<file path="src/rtl/pairwise_pkg.sv">
// Shared definitions for the pairwise gate pipeline: op encoding and the
// single-bit gate function applied to each neighbouring pair of operand bits.
package pairwise_pkg;

    // Encoding of the in_op / out_op field
    typedef enum logic [1:0] {
        OP_AND  = 2'd0,
        OP_OR   = 2'd1,
        OP_XNOR = 2'd2,
        OP_XOR  = 2'd3
    } pairwise_op_t;

    // Apply one gate to a pair of bits
    function automatic logic pairwise_op(input pairwise_op_t op, input logic a, input logic b);
        logic r;
        case (op)
            OP_AND:  r = a & b;
            OP_OR:   r = a | b;
            OP_XNOR: r = ~(a ^ b);
            OP_XOR:  r = a ^ b;
            default: r = a ^ b;
        endcase
        return r;
    endfunction

endpackage

</file>
<file path="src/rtl/pipe_stage.sv">
// One valid/ready pipeline register: loads when it is empty or its consumer
// is draining it, otherwise holds its contents.
module pipe_stage #(
    parameter int W = 8
) (
    input  logic         clk,
    input  logic         reset_n,
    input  logic         in_valid,
    output logic         in_ready,
    input  logic [W-1:0] in_data,
    output logic         out_valid,
    input  logic         out_ready,
    output logic [W-1:0] out_data
);

    logic         valid_q;
    logic         valid_d;
    logic [W-1:0] data_q;
    logic [W-1:0] data_d;

    // The stage can take new data when empty or when its content leaves this cycle
    assign in_ready  = !valid_q || out_ready;
    assign out_valid = valid_q;
    assign out_data  = data_q;

    // Next-state: load on accept, go empty when drained, hold otherwise
    always_comb begin
        valid_d = valid_q;
        data_d  = data_q;
        if (in_valid && in_ready) begin
            valid_d = 1'b1;
            data_d  = in_data;
        end else if (out_ready) begin
            valid_d = 1'b0;
        end
    end

    // Stage register; reset empties the stage and zeroes its data
    always_ff @(posedge clk or negedge reset_n) begin
        if (!reset_n) begin
            valid_q <= 1'b0;
            data_q  <= '0;
        end else begin
            valid_q <= valid_d;
            data_q  <= data_d;
        end
    end

endmodule

</file>
<file path="src/rtl/pairwise_gates_pipe.sv">
// Two-stage pipeline applying a gate to each neighbouring bit pair of the
// operand word. S1 holds {op, operand}; the gates and popcount are evaluated
// between S1 and S2, and S2 holds {op, popcount, result}.
module pairwise_gates_pipe
    import pairwise_pkg::*;
#(
    parameter int NBITS = 8,
    parameter int WRAP  = 0
) (
    input  logic                     clk,
    input  logic                     reset_n,
    input  logic                     in_val,
    output logic                     in_rdy,
    input  logic [NBITS-1:0]         in_,
    input  logic [1:0]               in_op,
    output logic                     out_val,
    input  logic                     out_rdy,
    output logic [NBITS-1:0]         out_,
    output logic [$clog2(NBITS)+1-1:0] out_cnt,
    output logic [1:0]               out_op,
    output logic [15:0]              txn_cnt
);

    localparam int CW  = $clog2(NBITS) + 1;
    localparam int S1W = NBITS + 2;
    localparam int S2W = NBITS + CW + 2;

    if (NBITS < 2) begin : g_bad_nbits
        $error("pairwise_gates_pipe: NBITS must be at least 2");
    end

    logic               s1_valid;
    logic [S1W-1:0]     s1_data;
    logic               s2_in_ready;
    logic [S2W-1:0]     s2_data;
    pairwise_op_t       s1_op;
    logic [NBITS-1:0]   s1_word;
    logic [NBITS-1:0]   gate_res;
    logic [CW-1:0]      gate_cnt;
    logic [15:0]        txn_cnt_q;
    logic [15:0]        txn_cnt_d;

    // Operand register: captures the op and the operand word
    pipe_stage #(
        .W(S1W)
    ) u_s1 (
        .clk      (clk),
        .reset_n  (reset_n),
        .in_valid (in_val),
        .in_ready (in_rdy),
        .in_data  ({in_op, in_}),
        .out_valid(s1_valid),
        .out_ready(s2_in_ready),
        .out_data (s1_data)
    );

    assign s1_op   = pairwise_op_t'(s1_data[S1W-1 -: 2]);
    assign s1_word = s1_data[NBITS-1:0];

    // Gate each neighbouring pair; the top bit either wraps to bit 0 or is forced low
    always_comb begin
        gate_res = '0;
        for (int i = 0; i < NBITS - 1; i++) begin
            gate_res[i] = pairwise_op(s1_op, s1_word[i], s1_word[i+1]);
        end
        if (WRAP != 0) begin
            gate_res[NBITS-1] = pairwise_op(s1_op, s1_word[NBITS-1], s1_word[0]);
        end
    end

    // Popcount of the gate result, registered alongside it so both share timing
    always_comb begin
        gate_cnt = '0;
        for (int i = 0; i < NBITS; i++) begin
            gate_cnt = gate_cnt + {{(CW-1){1'b0}}, gate_res[i]};
        end
    end

    // Result register: holds {op, popcount, result} until the consumer takes it
    pipe_stage #(
        .W(S2W)
    ) u_s2 (
        .clk      (clk),
        .reset_n  (reset_n),
        .in_valid (s1_valid),
        .in_ready (s2_in_ready),
        .in_data  ({s1_data[S1W-1 -: 2], gate_cnt, gate_res}),
        .out_valid(out_val),
        .out_ready(out_rdy),
        .out_data (s2_data)
    );

    assign out_    = s2_data[NBITS-1:0];
    assign out_cnt = s2_data[NBITS+CW-1:NBITS];
    assign out_op  = s2_data[S2W-1 -: 2];

    // Count completed output transfers; wraps naturally at 16 bits
    always_comb begin
        txn_cnt_d = txn_cnt_q;
        if (out_val && out_rdy) begin
            txn_cnt_d = txn_cnt_q + 16'd1;
        end
    end

    // Transfer counter register
    always_ff @(posedge clk or negedge reset_n) begin
        if (!reset_n) begin
            txn_cnt_q <= 16'd0;
        end else begin
            txn_cnt_q <= txn_cnt_d;
        end
    end

    assign txn_cnt = txn_cnt_q;

endmodule

</file>
<file path="config.mk">
export PLATFORM = sky130hd
export DESIGN_NAME = pairwise_gates_pipe
export DESIGN_NICKNAME = d
export VERILOG_FILES = /design/src/rtl/pairwise_pkg.sv /design/src/rtl/pipe_stage.sv /design/src/rtl/pairwise_gates_pipe.sv
export SDC_FILE = /design/constraint.sdc
export NUM_CORES = 1
export LEC_CHECK = 0
export CORE_MARGIN = 1.5
export CORE_UTILIZATION = 34
export CTS_BUF_LIST = sky130_fd_sc_hd__clkbuf_4 sky130_fd_sc_hd__clkbuf_8
export DETAILED_ROUTE_END_ITERATION = 8
export PLACE_DENSITY = 0.69
export SKIP_CTS_REPAIR_TIMING = 1
export SLEW_MARGIN = 20
export SYNTH_ARGS = -nofsm -noshare
export SYNTH_HDL_FRONTEND = slang
export SYNTH_SLANG_ARGS = --single-unit
export TNS_END_PERCENT = 50
</file>
<file path="constraint.sdc">
create_clock -name clk -period 3.7 [get_ports clk]
set_clock_uncertainty 0.05 [all_clocks]
set_input_delay 0.555 -clock clk [delete_from_list [all_inputs] [get_ports clk]]
set_output_delay 0.555 -clock clk [all_outputs]
set_load 0.005 [all_outputs]
</file>
==> results of run 1 <==
[metal layers]
layer,up-vias,share of wire,wire length (um),GRT usage
li1,703,-,-,-
met1,665,0.45,1700,0.161
met2,24,0.50,1870,0.196
met3,7,0.035,131,0.0374
met4,0,0.020,74,0.0627
met5,-,0,0,0
[worst min-delay path by stage]
stage	slack [ns]	depth (start not counted)	start	to
finish	0.31	1	reset_n	txn_cnt[15]$_DFFE_PN0P_
global placement	0.41	1	txn_cnt[15]$_DFFE_PN0P_	txn_cnt[15]$_DFFE_PN0P_
floorplan	0.21	0	reset_n	txn_cnt[0]$_DFFE_PN0P_
CTS	0.35	1	reset_n	txn_cnt[14]$_DFFE_PN0P_
global route	0.38	1	reset_n	txn_cnt[15]$_DFFE_PN0P_
detailed placement	0.42	1	txn_cnt[15]$_DFFE_PN0P_	txn_cnt[15]$_DFFE_PN0P_
[cells in the final DEF (no fill, tap or decap), drive strengths merged]
cell type,synthesis,routed
clkbuf,2,5
a211oi,1,1
inv,16,16
ha,15,15
and3,4,4
nand2,18,18
xnor2,13,13
nand2b,3,3
xor2,9,9
clkinv,0,3
dfrtp,40,40
fa,4,4
mux2,18,18
nand3,9,9
nand3b,1,1
nor3,1,1
clkdlybuf4s50,0,42
o21ai,13,13
mux2i,4,4
nand4,2,2
buf,4,2
a21oi,1,1
nor4,1,1
conb,1,2
nor2,6,6
[sequential cells by signal, indices dropped and copies added (netlist names)]
register        cells
u_s2.out_data      12
u_s1.out_valid      1
u_s1.out_data      10
u_s2.out_valid      1
txn_cnt            16
[worst max-delay path: cells and delay by family (launching register included)]
family	cells	cell delay, ns
buffers and inverters	2	0.13
multiplexers	1	0.26
XOR/XNOR	1	0.16
AO/OA/AOI/OAI	1	0.15
AND/OR/NAND/NOR	1	0.08
adder cells (fa/ha/maj)	5	2.21
flip-flops	1	0.39
[power groups by stage]
stage	registers, uW	clock network [uW]	logic (uW)
after floorplan	637	0	342
after CTS	646	303	609
final	644	289	595
after global placement	654	0	585
after detailed placement	656	0	606
after global routing	664	321	679
[cell type report]
cell class | count | area, um^2
Timing Repair Buffer | 44 | 433
Multi-Input combinational cell | 125 | 1030
Inverter | 16 | 60.1
Fill cell | 564 | 3280
Clock inverter | 3 | 18.8
Sequential cell | 40 | 1000
Tap cell | 75 | 93.8
Clock buffer | 5 | 68.8
[per-stage QoR]
stage          total power [uW]  std cells  cell area [um^2]
6_report                   1530        308              2710
5_1_grt                    1660        308              2710
4_1_cts                    1560        308              2710
3_5_place_dp               1260        300              2620
3_3_place_gp               1240        300              2620
2_1_floorplan               979        187              2130
[logic make-up after synthesis]
logic type	after synthesis	share of synthesized area
AOI/OAI and AO/OA	15	0.0365
xor gates and xnor gates	22	0.0906
adders and majority gates	19	0.126
buffers and inverters	22	0.0459
DFF	40	0.471
muxes	22	0.114
other	1	0.00176
and+or+nand+nor	45	0.115
==> impl_metrics.env, run 1 <==
export IMPL_outcome="finished clean"
export IMPL_die_area_um2=6740
export IMPL_h_tree_depth=2
export IMPL_clock_latency_ns=0.30
export IMPL_critPathSlowestCell="fa_1"
export IMPL_ys_warn_count=0
export IMPL_vdd_ir_drop_max_mv=0.280
export IMPL_totalNegativeSetupSlack_ns=0
export IMPL_syn_area_um2=2130
export IMPL_slew_headroom=0.406
export IMPL_ant_nets=0
export IMPL_drive_gt1_frac=0.137
export IMPL_cts_path_max_buffers=2
export IMPL_dr_pass1_iters=4
export IMPL_fin_util=0.452
export IMPL_slowest_delay_ns=0.54
export IMPL_netlist_top_cells_area="dfrtp_1, mux2_2, ha_1"
export IMPL_synth_flop_cell="dfrtp_1"
export IMPL_critPathCapture="u_s2.out_data[9]$_DFFE_PN0P_"
export IMPL_p_sw_frac=0.332
export IMPL_cpMostUsedCell="fa_1"
export IMPL_route_detailed_drc=0
export IMPL_grt_pass1_vias=1369
export IMPL_switchingPower_uw=507
export IMPL_finalSetupViolations=0
export IMPL_cp_startpoint="u_s1.out_data[1]$_DFFE_PN0P_"
export IMPL_grt_pass1_wl_mm=6.33
export IMPL_fp_row_count=28
export IMPL_vias=1399
export IMPL_n_antenna_cell=0
export IMPL_syn_to_final_growth_pct=27.3
export IMPL_share_comb_of_total_power=0.389
export IMPL_cts_tree="yes"
export IMPL_ys_ff_latch=40
export IMPL_power_leakage_uw=0.00125
export IMPL_grt_use_total=0.127
export IMPL_io_pins=46
export IMPL_rsz0062_at_grt="false"
export IMPL_viasPerCell=4.54
export IMPL_sequentialPowerShare=0.421
export IMPL_holdWs_ns=0.314
export IMPL_antenna_found_initial=0
export IMPL_yosys_top_cells_count="dfrtp_1, mux2_2, nand2_1"
export IMPL_internal_power_uw=1020
export IMPL_avgSynthCellArea_um2=11.4
export IMPL_min_path_type="primary input to asynchronous set/reset pin"
export IMPL_synth_edff_count=0
export IMPL_pre_cts_ws_ns=0.154
export IMPL_initial_core_util=0.355
export IMPL_async_flop_share=1.00
export IMPL_drt_iter0_drc=42
export IMPL_r2r_slack_ns=0.15
export IMPL_wirelength_mm=3.78
export IMPL_wl_per_cell_um=12.3
export IMPL_cts_buffers=5
export IMPL_grt_max_degree=41
export IMPL_worst_slew_pin_slew_ns=0.891
export IMPL_finalNetCount=265
export IMPL_final_max_slew_viol_count=0
export IMPL_power_density_nw_per_um2=564
export IMPL_clk_root_buffer_cell="clkbuf_8"
export IMPL_netlist_instances=186
export IMPL_yosysMostFrequentCell="dfrtp_1"
export IMPL_max_cap_viol_count=0
export IMPL_cp_data_required_time_ns=3.83
export IMPL_yosysTopAreaCell="dfrtp_1"
export IMPL_detailed_place_hpwl_mm=2.89
export IMPL_cp_start_kind="flop"
export IMPL_fin_crit_sh=0.960
export IMPL_max_freq_ghz=0.281
export IMPL_core_um2=5990
export IMPL_path_max_fanout=4
export IMPL_cts_num_sinks=40
export IMPL_finalHoldViolCount=0
export IMPL_regToRegEndpoint="u_s2.out_data[9]$_DFFE_PN0P_"
export IMPL_clockPowerShare=0.189
export IMPL_timing_final_ws_setup_ns=0.147
export IMPL_worstReg2RegStart="u_s1.out_data[1]$_DFFE_PN0P_"
export IMPL_die_w_um=82.1
export IMPL_synth_seq_area_share=0.471
export IMPL_synth_top_area_share=0.471
export IMPL_worstPathCellList="inv_1, ha_1, xor2_1, nand2_1, o21ai_0, fa_1, fa_1, inv_1, fa_1, fa_1, mux2_2"
export IMPL_period_minus_slack_ns=3.55
export IMPL_ff2ff_path_depth=11
export IMPL_end_kind="flop"
export IMPL_netlist_cell_type_count=27
export IMPL_io_buffer_count=43
export IMPL_die_h_um=82.1
export IMPL_critical_path_class="flop to flop"
export IMPL_overflow=0
export IMPL_cts_clk_slew_worst_paths_ns=0.08
export IMPL_arrival_ns=3.69
export IMPL_place_gp_congestion=0.765
(Power assumes the default switching activity.)
==> run 2: changes to the inputs <==
- ABC_AREA: not set -> 1
==> run 2 against run 1 <==
- the flow now finishes with violations (DRC)
- critical path depth is 1 higher
- area after synthesis up 7.1%
- final area is 5.9% higher
- combinational power grew 5.2%
- via count is 29% higher
- global-route usage is 1.3 points higher
==> impl_metrics.env, run 2 <==
export IMPL_worst_slew_pin_slew_ns=0.883
export IMPL_critPathTopFamily="adder cells"
export IMPL_cpMostUsedCell="fa_1"
export IMPL_netlist_top_cells_area="dfrtp_1, nand2_1, ha_1"
export IMPL_yosysTopAreaCell="dfrtp_1"
export IMPL_avgSynthCellArea_um2=8.32
export IMPL_syn_area_um2=2280
export IMPL_critPathSlowestCell="fa_1"
export IMPL_max_freq_ghz=0.296
export IMPL_critical_path_class="flop to flop"
export IMPL_period_minus_slack_ns=3.37
export IMPL_io_pins=46
export IMPL_yosys_top_cells_count="nand2_1, dfrtp_1, inv_1"
export IMPL_netlist_cell_type_count=29
export IMPL_vdd_ir_drop_max_mv=0.179
export IMPL_overflow=0
export IMPL_regToRegEndpoint="u_s2.out_data[9]$_DFFE_PN0P_"
export IMPL_worst_path_buf_inv=2
export IMPL_cp_depth=12
export IMPL_grt_use_total=0.140
export IMPL_fp_row_count=29
export IMPL_synth_edff_count=0
export IMPL_cts_clk_slew_worst_paths_ns=0.08
export IMPL_cts_buffers=5
export IMPL_ys_warn_count=0
export IMPL_initial_core_util=0.355
export IMPL_layout_commonest_cell="nand2_1"
export IMPL_detailed_place_hpwl_mm=3.43
export IMPL_cp_startpoint="u_s1.out_data[1]$_DFFE_PN0P_"
export IMPL_synth_top_area_share=0.439
export IMPL_ys_ff_latch=40
export IMPL_max_cap_viol_count=0
export IMPL_grt_max_degree=41
export IMPL_vias=1811
export IMPL_cts_num_sinks=40
export IMPL_drive_gt1_frac=0.0752
export IMPL_worstReg2RegStart="u_s1.out_data[1]$_DFFE_PN0P_"
export IMPL_synth_seq_area_share=0.439
export IMPL_io_buffer_count=43
export IMPL_cts_tree="yes"
export IMPL_ant_nets=0
export IMPL_final_max_slew_viol_count=0
export IMPL_n_antenna_cell=0
export IMPL_slowest_delay_ns=0.51
export IMPL_drt_iter0_drc=141
export IMPL_rsz0062_at_grt="false"
export IMPL_r2r_slack_ns=0.33
export IMPL_syn_to_final_growth_pct=25.9
export IMPL_core_um2=6420
export IMPL_outcome="finished, violations left"
export IMPL_viasPerCell=4.57
export IMPL_h_tree_depth=2
export IMPL_end_kind="flop"
export IMPL_clock_latency_ns=0.29
export IMPL_arrival_ns=3.55
export IMPL_yosysMostFrequentCell="nand2_1"
export IMPL_final_cell_mix="nand2_1, clkdlybuf4s50_1, dfrtp_1, inv_1, nor2_1"
export IMPL_fin_crit_sh=0.912
export IMPL_min_path_type="primary input to asynchronous set/reset pin"
export IMPL_die_h_um=84.9
export IMPL_route_detailed_drc=6
export IMPL_wl_per_cell_um=11.3
export IMPL_slew_headroom=0.412
export IMPL_dr_pass1_iters=6
export IMPL_netlist_instances=274
export IMPL_die_area_um2=7200
export IMPL_violations="DRC"
export IMPL_finalNetCount=351
export IMPL_async_flop_share=1.00
export IMPL_synth_flop_cell="dfrtp_1"
export IMPL_clk_root_buffer_cell="clkbuf_8"
export IMPL_finalHoldViolCount=0
export IMPL_place_gp_congestion=0.879
export IMPL_cts_path_max_buffers=2
export IMPL_power_density_nw_per_um2=566
export IMPL_finalSetupViolations=0
export IMPL_total_power_uw=1620
export IMPL_critPathCapture="u_s2.out_data[9]$_DFFE_PN0P_"
export IMPL_die_w_um=84.9
export IMPL_grt_pass1_wl_mm=8.03
export IMPL_antenna_found_initial=0
export IMPL_path_max_fanout=3
export IMPL_cp_data_required_time_ns=3.88
export IMPL_wirelength_mm=4.48
export IMPL_worstPathCellList="inv_1, ha_1, a21oi_1, o21ai_0, nand3_1, fa_1, fa_1, inv_1, fa_1, fa_1, nand2_1, nand2_1"
export IMPL_grt_pass1_vias=1756
export IMPL_totalNegativeSetupSlack_ns=0
export IMPL_ff2ff_path_depth=12
export IMPL_largest_register_ffs=16
export IMPL_cp_start_kind="flop"
export IMPL_power_leakage_uw=0.00140
==> run 2: changes by cell type after synthesis, moves of 8 or more <==
cell / before / now
mux2_2: 18 / 0
a21oi_1: 1 / 11
o21ai_0: 12 / 1
nand2_1: 17 / 76
nor2_1: 6 / 23
inv_1: 16 / 31
nand3_1: 9 / 19
xnor2_1: 13 / 5
==> run 2: kinds of logic after synthesis <==
kind of cell | after synthesis | share of synthesized area
buffers and inverters | 45 | 0.0840
and+or+nand+nor | 134 | 0.255
DFF | 40 | 0.439
adders and majority gates | 19 | 0.118
other | 1 | 0.00165
AOI/OAI and AO/OA | 24 | 0.0599
xor gates and xnor gates | 11 | 0.0423
==> run 2: per-stage QoR <==
step	instance area (um^2)	setup slack (ns)	std cells	util	hold slack (ns)
after floorplan	2280	0.573	275	-	0.209
after global placement	2760	0.440	388	0.429	0.408
after detailed placement	2760	0.336	388	0.429	0.414
after CTS	2870	0.311	396	0.447	0.364
after global routing	2870	0.125	396	0.447	0.406
final	2870	0.325	396	0.447	0.328
==> run 2: where the power goes <==
group,total [uW],switching (uW),leakage [uW],internal [uW]
Sequential,638,94.7,0.000476,544
Combinational,626,299,0.000864,327
Clock,358,150,0.0000586,208
Total,1620,544,0.00140,1080
==> run 2: layout make-up <==
class / instances / area (um^2)
inverters: 38 / 144
clock inverters: 2 / 35.0
fillers: 613 / 3550
clock buffers: 6 / 76.3
flip-flops and latches: 40 / 1000
multi-input cells: 190 / 1090
repair buffers: 43 / 425
well taps: 77 / 96.3
==> run 2: worst min-delay path by stage <==
| stage | from | end | slack (ns) | cells past startpoint |
|---|---|---|---|---|
| floorplan | reset_n | txn_cnt[0]$_DFFE_PN0P_ | 0.21 | 0 |
| global placement | u_s2.out_data[8]$_DFFE_PN0P_ | u_s2.out_data[8]$_DFFE_PN0P_ | 0.41 | 2 |
| detailed placement | u_s2.out_data[8]$_DFFE_PN0P_ | u_s2.out_data[8]$_DFFE_PN0P_ | 0.41 | 2 |
| CTS | reset_n | u_s1.out_data[0]$_DFFE_PN0P_ | 0.36 | 1 |
| global route | reset_n | u_s1.out_data[0]$_DFFE_PN0P_ | 0.41 | 1 |
| finish | reset_n | u_s1.out_data[0]$_DFFE_PN0P_ | 0.33 | 1 |
==> run 2: worst reg2reg max path: cells and delay by family, from the launching register on <==
kind,cells,cell delay (ns)
buffers and inverters,2,0.14
flip-flops,1,0.38
AO/OA/AOI/OAI,2,0.28
AND/OR/NAND/NOR,3,0.25
adder cells (fa/ha/maj),5,2.20
==> run 2: metal layers <==
layer  vias up  share of wire  track usage  wire length (um)
met3         2          0.030       0.0292               136
met5         -              0            0                 0
met2        32           0.46        0.220              2070
met1       835           0.50        0.190              2220
met4         0          0.010       0.0537                47
li1        942              -            -                 -
==> run 3: changes to the inputs <==
- RECOVER_POWER: not set -> 100
==> run 3 against run 2 <==
- sequential power fell by 0.9%
- largest cell class unchanged
- critical path type unchanged
- power fell by 3.0%
- setup slack worse by 0.016 ns
- clock power hardly changed
- the run ends with DRC, capacitance limit, slew limit left
- highest routed layer unchanged
- register-to-register slack got worse by 0.02 ns
- cell count stayed put
- sequential share of layout area is 0.40 points higher
- combinational power shrank 6.7%
- final area fell by 1.1%
- core utilization shrank 0.51 points
==> impl_metrics.env, run 3 (synthesis gave the netlist of run 2 again) <==
export IMPL_critical_path_class="flop to flop"
export IMPL_slew_headroom=-0.412
export IMPL_p_sw_frac=0.338
export IMPL_worstHoldPathCells=2
export IMPL_core_um2=6420
export IMPL_grt_use_total=0.140
export IMPL_worstPathCellList="inv_1, ha_1, a21oi_1, o21ai_0, nand3_1, fa_1, fa_1, inv_1, fa_1, fa_1, nand2_1, nand2_1"
export IMPL_io_buffer_count=43
export IMPL_min_path_type="flop to flop"
export IMPL_slowest_delay_ns=0.51
export IMPL_power_density_nw_per_um2=555
export IMPL_finalNetCount=351
export IMPL_switchingPower_uw=532
export IMPL_finalHoldViolCount=0
export IMPL_worst_slew_pin_slew_ns=2.12
export IMPL_vdd_ir_drop_max_mv=0.178
export IMPL_h_tree_depth=2
export IMPL_holdPathEnd="u_s2.out_data[8]$_DFFE_PN0P_"
export IMPL_period_minus_slack_ns=3.39
export IMPL_cts_tree="yes"
export IMPL_ant_nets=0
export IMPL_max_freq_ghz=0.295
export IMPL_rsz0062_at_grt="false"
export IMPL_clock_latency_ns=0.29
export IMPL_largest_register_ffs=16
export IMPL_drt_iter0_drc=122
export IMPL_die_area_um2=7200
export IMPL_fin_crit_sh=0.916
export IMPL_share_comb_of_total_power=0.371
export IMPL_arrival_ns=3.57
export IMPL_antenna_found_initial=0
export IMPL_syn_to_final_growth_pct=24.4
export IMPL_fp_row_count=29
export IMPL_totalNegativeSetupSlack_ns=0
export IMPL_detailed_place_hpwl_mm=3.43
export IMPL_sequentialPowerShare=0.401
export IMPL_worstReg2RegStart="u_s1.out_data[1]$_DFFE_PN0P_"
export IMPL_dr_pass1_iters=6
export IMPL_layout_commonest_cell="nand2_1"
export IMPL_wirelength_mm=4.46
export IMPL_place_gp_congestion=0.879
export IMPL_cts_buffers=5
export IMPL_ff2ff_path_depth=12
export IMPL_viasPerCell=4.59
export IMPL_clockPowerShare=0.228
export IMPL_cp_data_required_time_ns=3.88
export IMPL_cts_num_sinks=40
export IMPL_grt_pass1_vias=1756
export IMPL_grt_max_degree=41
export IMPL_route_detailed_drc=6
export IMPL_end_kind="flop"
export IMPL_holdWs_ns=0.423
export IMPL_drive_gt1_frac=0.0470
export IMPL_cts_path_max_buffers=2
export IMPL_min_delay_start="u_s2.out_data[8]$_DFFE_PN0P_"
export IMPL_die_w_um=84.9
export IMPL_path_max_fanout=3
export IMPL_regToRegEndpoint="u_s2.out_data[9]$_DFFE_PN0P_"
export IMPL_overflow=0
export IMPL_cts_clk_slew_worst_paths_ns=0.08
export IMPL_grt_pass1_wl_mm=8.03
export IMPL_clk_root_buffer_cell="clkbuf_8"
export IMPL_cp_start_kind="flop"
export IMPL_max_cap_viol_count=1
export IMPL_violations="DRC, capacitance limit, slew limit"
export IMPL_final_max_slew_viol_count=41
export IMPL_outcome="finished, violations left"
export IMPL_internal_power_uw=1040
export IMPL_fillers=621
export IMPL_final_cell_mix="nand2_1, dfrtp_1, inv_1, dlygate4sd3_1, nor2_1"
export IMPL_die_h_um=84.9
export IMPL_initial_core_util=0.355
export IMPL_power_leakage_uw=0.00142
export IMPL_finalSetupViolations=0
export IMPL_critPathSlowestCell="fa_1"
export IMPL_n_antenna_cell=0
export IMPL_r2r_slack_ns=0.31
export IMPL_cpMostUsedCell="fa_1"
export IMPL_wl_per_cell_um=11.3
export IMPL_vias=1818
export IMPL_io_pins=46
[run 3: cell count changes in the layout (fill, tap and decap cells not counted), moves of 3 or more]
cell	previous run	this run
clkdlybuf4s50_1	42	11
dlygate4sd3_1	0	31
o21ai_0	1	6
o21ai_1	7	2
nor2_1	23	26
nor2_2	3	0
[run 3: critical path: cells and delay by family, from the launching register on]
family                     cells  cell delay [ns]
and+or+nand+nor                3             0.26
DFF                            1             0.38
buffers and inverters          2             0.14
adders and majority gates      5             2.20
AOI/OAI and AO/OA              2             0.29
[run 3: metal layers]
layer / up-vias / GRT usage / wire [um] / share of wire
met3: 2 / 0.0292 / 139 / 0.031
met4: 0 / 0.0537 / 47 / 0.011
li1: 939 / - / - / -
met5: - / 0 / 0 / 0
met2: 32 / 0.220 / 2070 / 0.46
met1: 845 / 0.190 / 2210 / 0.49
[run 3: area by class of cell]
cell class | instances | area, um^2 | area share
repair buffers | 43 | 424 | 0.150
inverters | 38 | 144 | 0.0508
well taps | 77 | 96.3 | 0.0340
clock inverters | 2 | 35.0 | 0.0124
multi-input cells | 190 | 1060 | 0.373
flip-flops and latches | 40 | 1000 | 0.353
clock buffers | 6 | 76.3 | 0.0269
[run 3: stage by stage]
step | instance area [um^2] | utilization | worst slack, ns | total power [uW] | instances
after floorplan | 2280 | - | 0.573 | 994 | 275
after global placement | 2760 | 0.429 | 0.440 | 1260 | 388
after detailed placement | 2760 | 0.429 | 0.336 | 1280 | 388
after CTS | 2870 | 0.447 | 0.311 | 1650 | 396
after global routing | 2840 | 0.441 | 0.108 | 1720 | 396
final | 2840 | 0.441 | 0.309 | 1570 | 396
[run 3: worst max-delay path by stage]
stage | from | endpoint | slack (ns) | cells past startpoint
6_report | u_s1.out_data[1]$_DFFE_PN0P_ | u_s2.out_data[9]$_DFFE_PN0P_ | 0.31 | 12
5_1_grt | u_s1.out_data[1]$_DFFE_PN0P_ | u_s2.out_data[9]$_DFFE_PN0P_ | 0.11 | 12
4_1_cts | u_s1.out_data[1]$_DFFE_PN0P_ | u_s2.out_data[9]$_DFFE_PN0P_ | 0.31 | 12
3_5_place_dp | u_s1.out_data[1]$_DFFE_PN0P_ | u_s2.out_data[9]$_DFFE_PN0P_ | 0.34 | 12
3_3_place_gp | u_s1.out_data[1]$_DFFE_PN0P_ | u_s2.out_data[9]$_DFFE_PN0P_ | 0.44 | 12
2_1_floorplan | u_s1.out_data[1]$_DFFE_PN0P_ | u_s2.out_data[9]$_DFFE_PN0P_ | 0.57 | 12
[run 3: power groups by stage]
stage	Clock [uW]	Combinational, uW	Sequential (uW)
floorplan	0	358	636
global placement	0	616	644
detailed placement	0	636	647
CTS	370	637	639
global route	391	683	650
finish	358	584	632
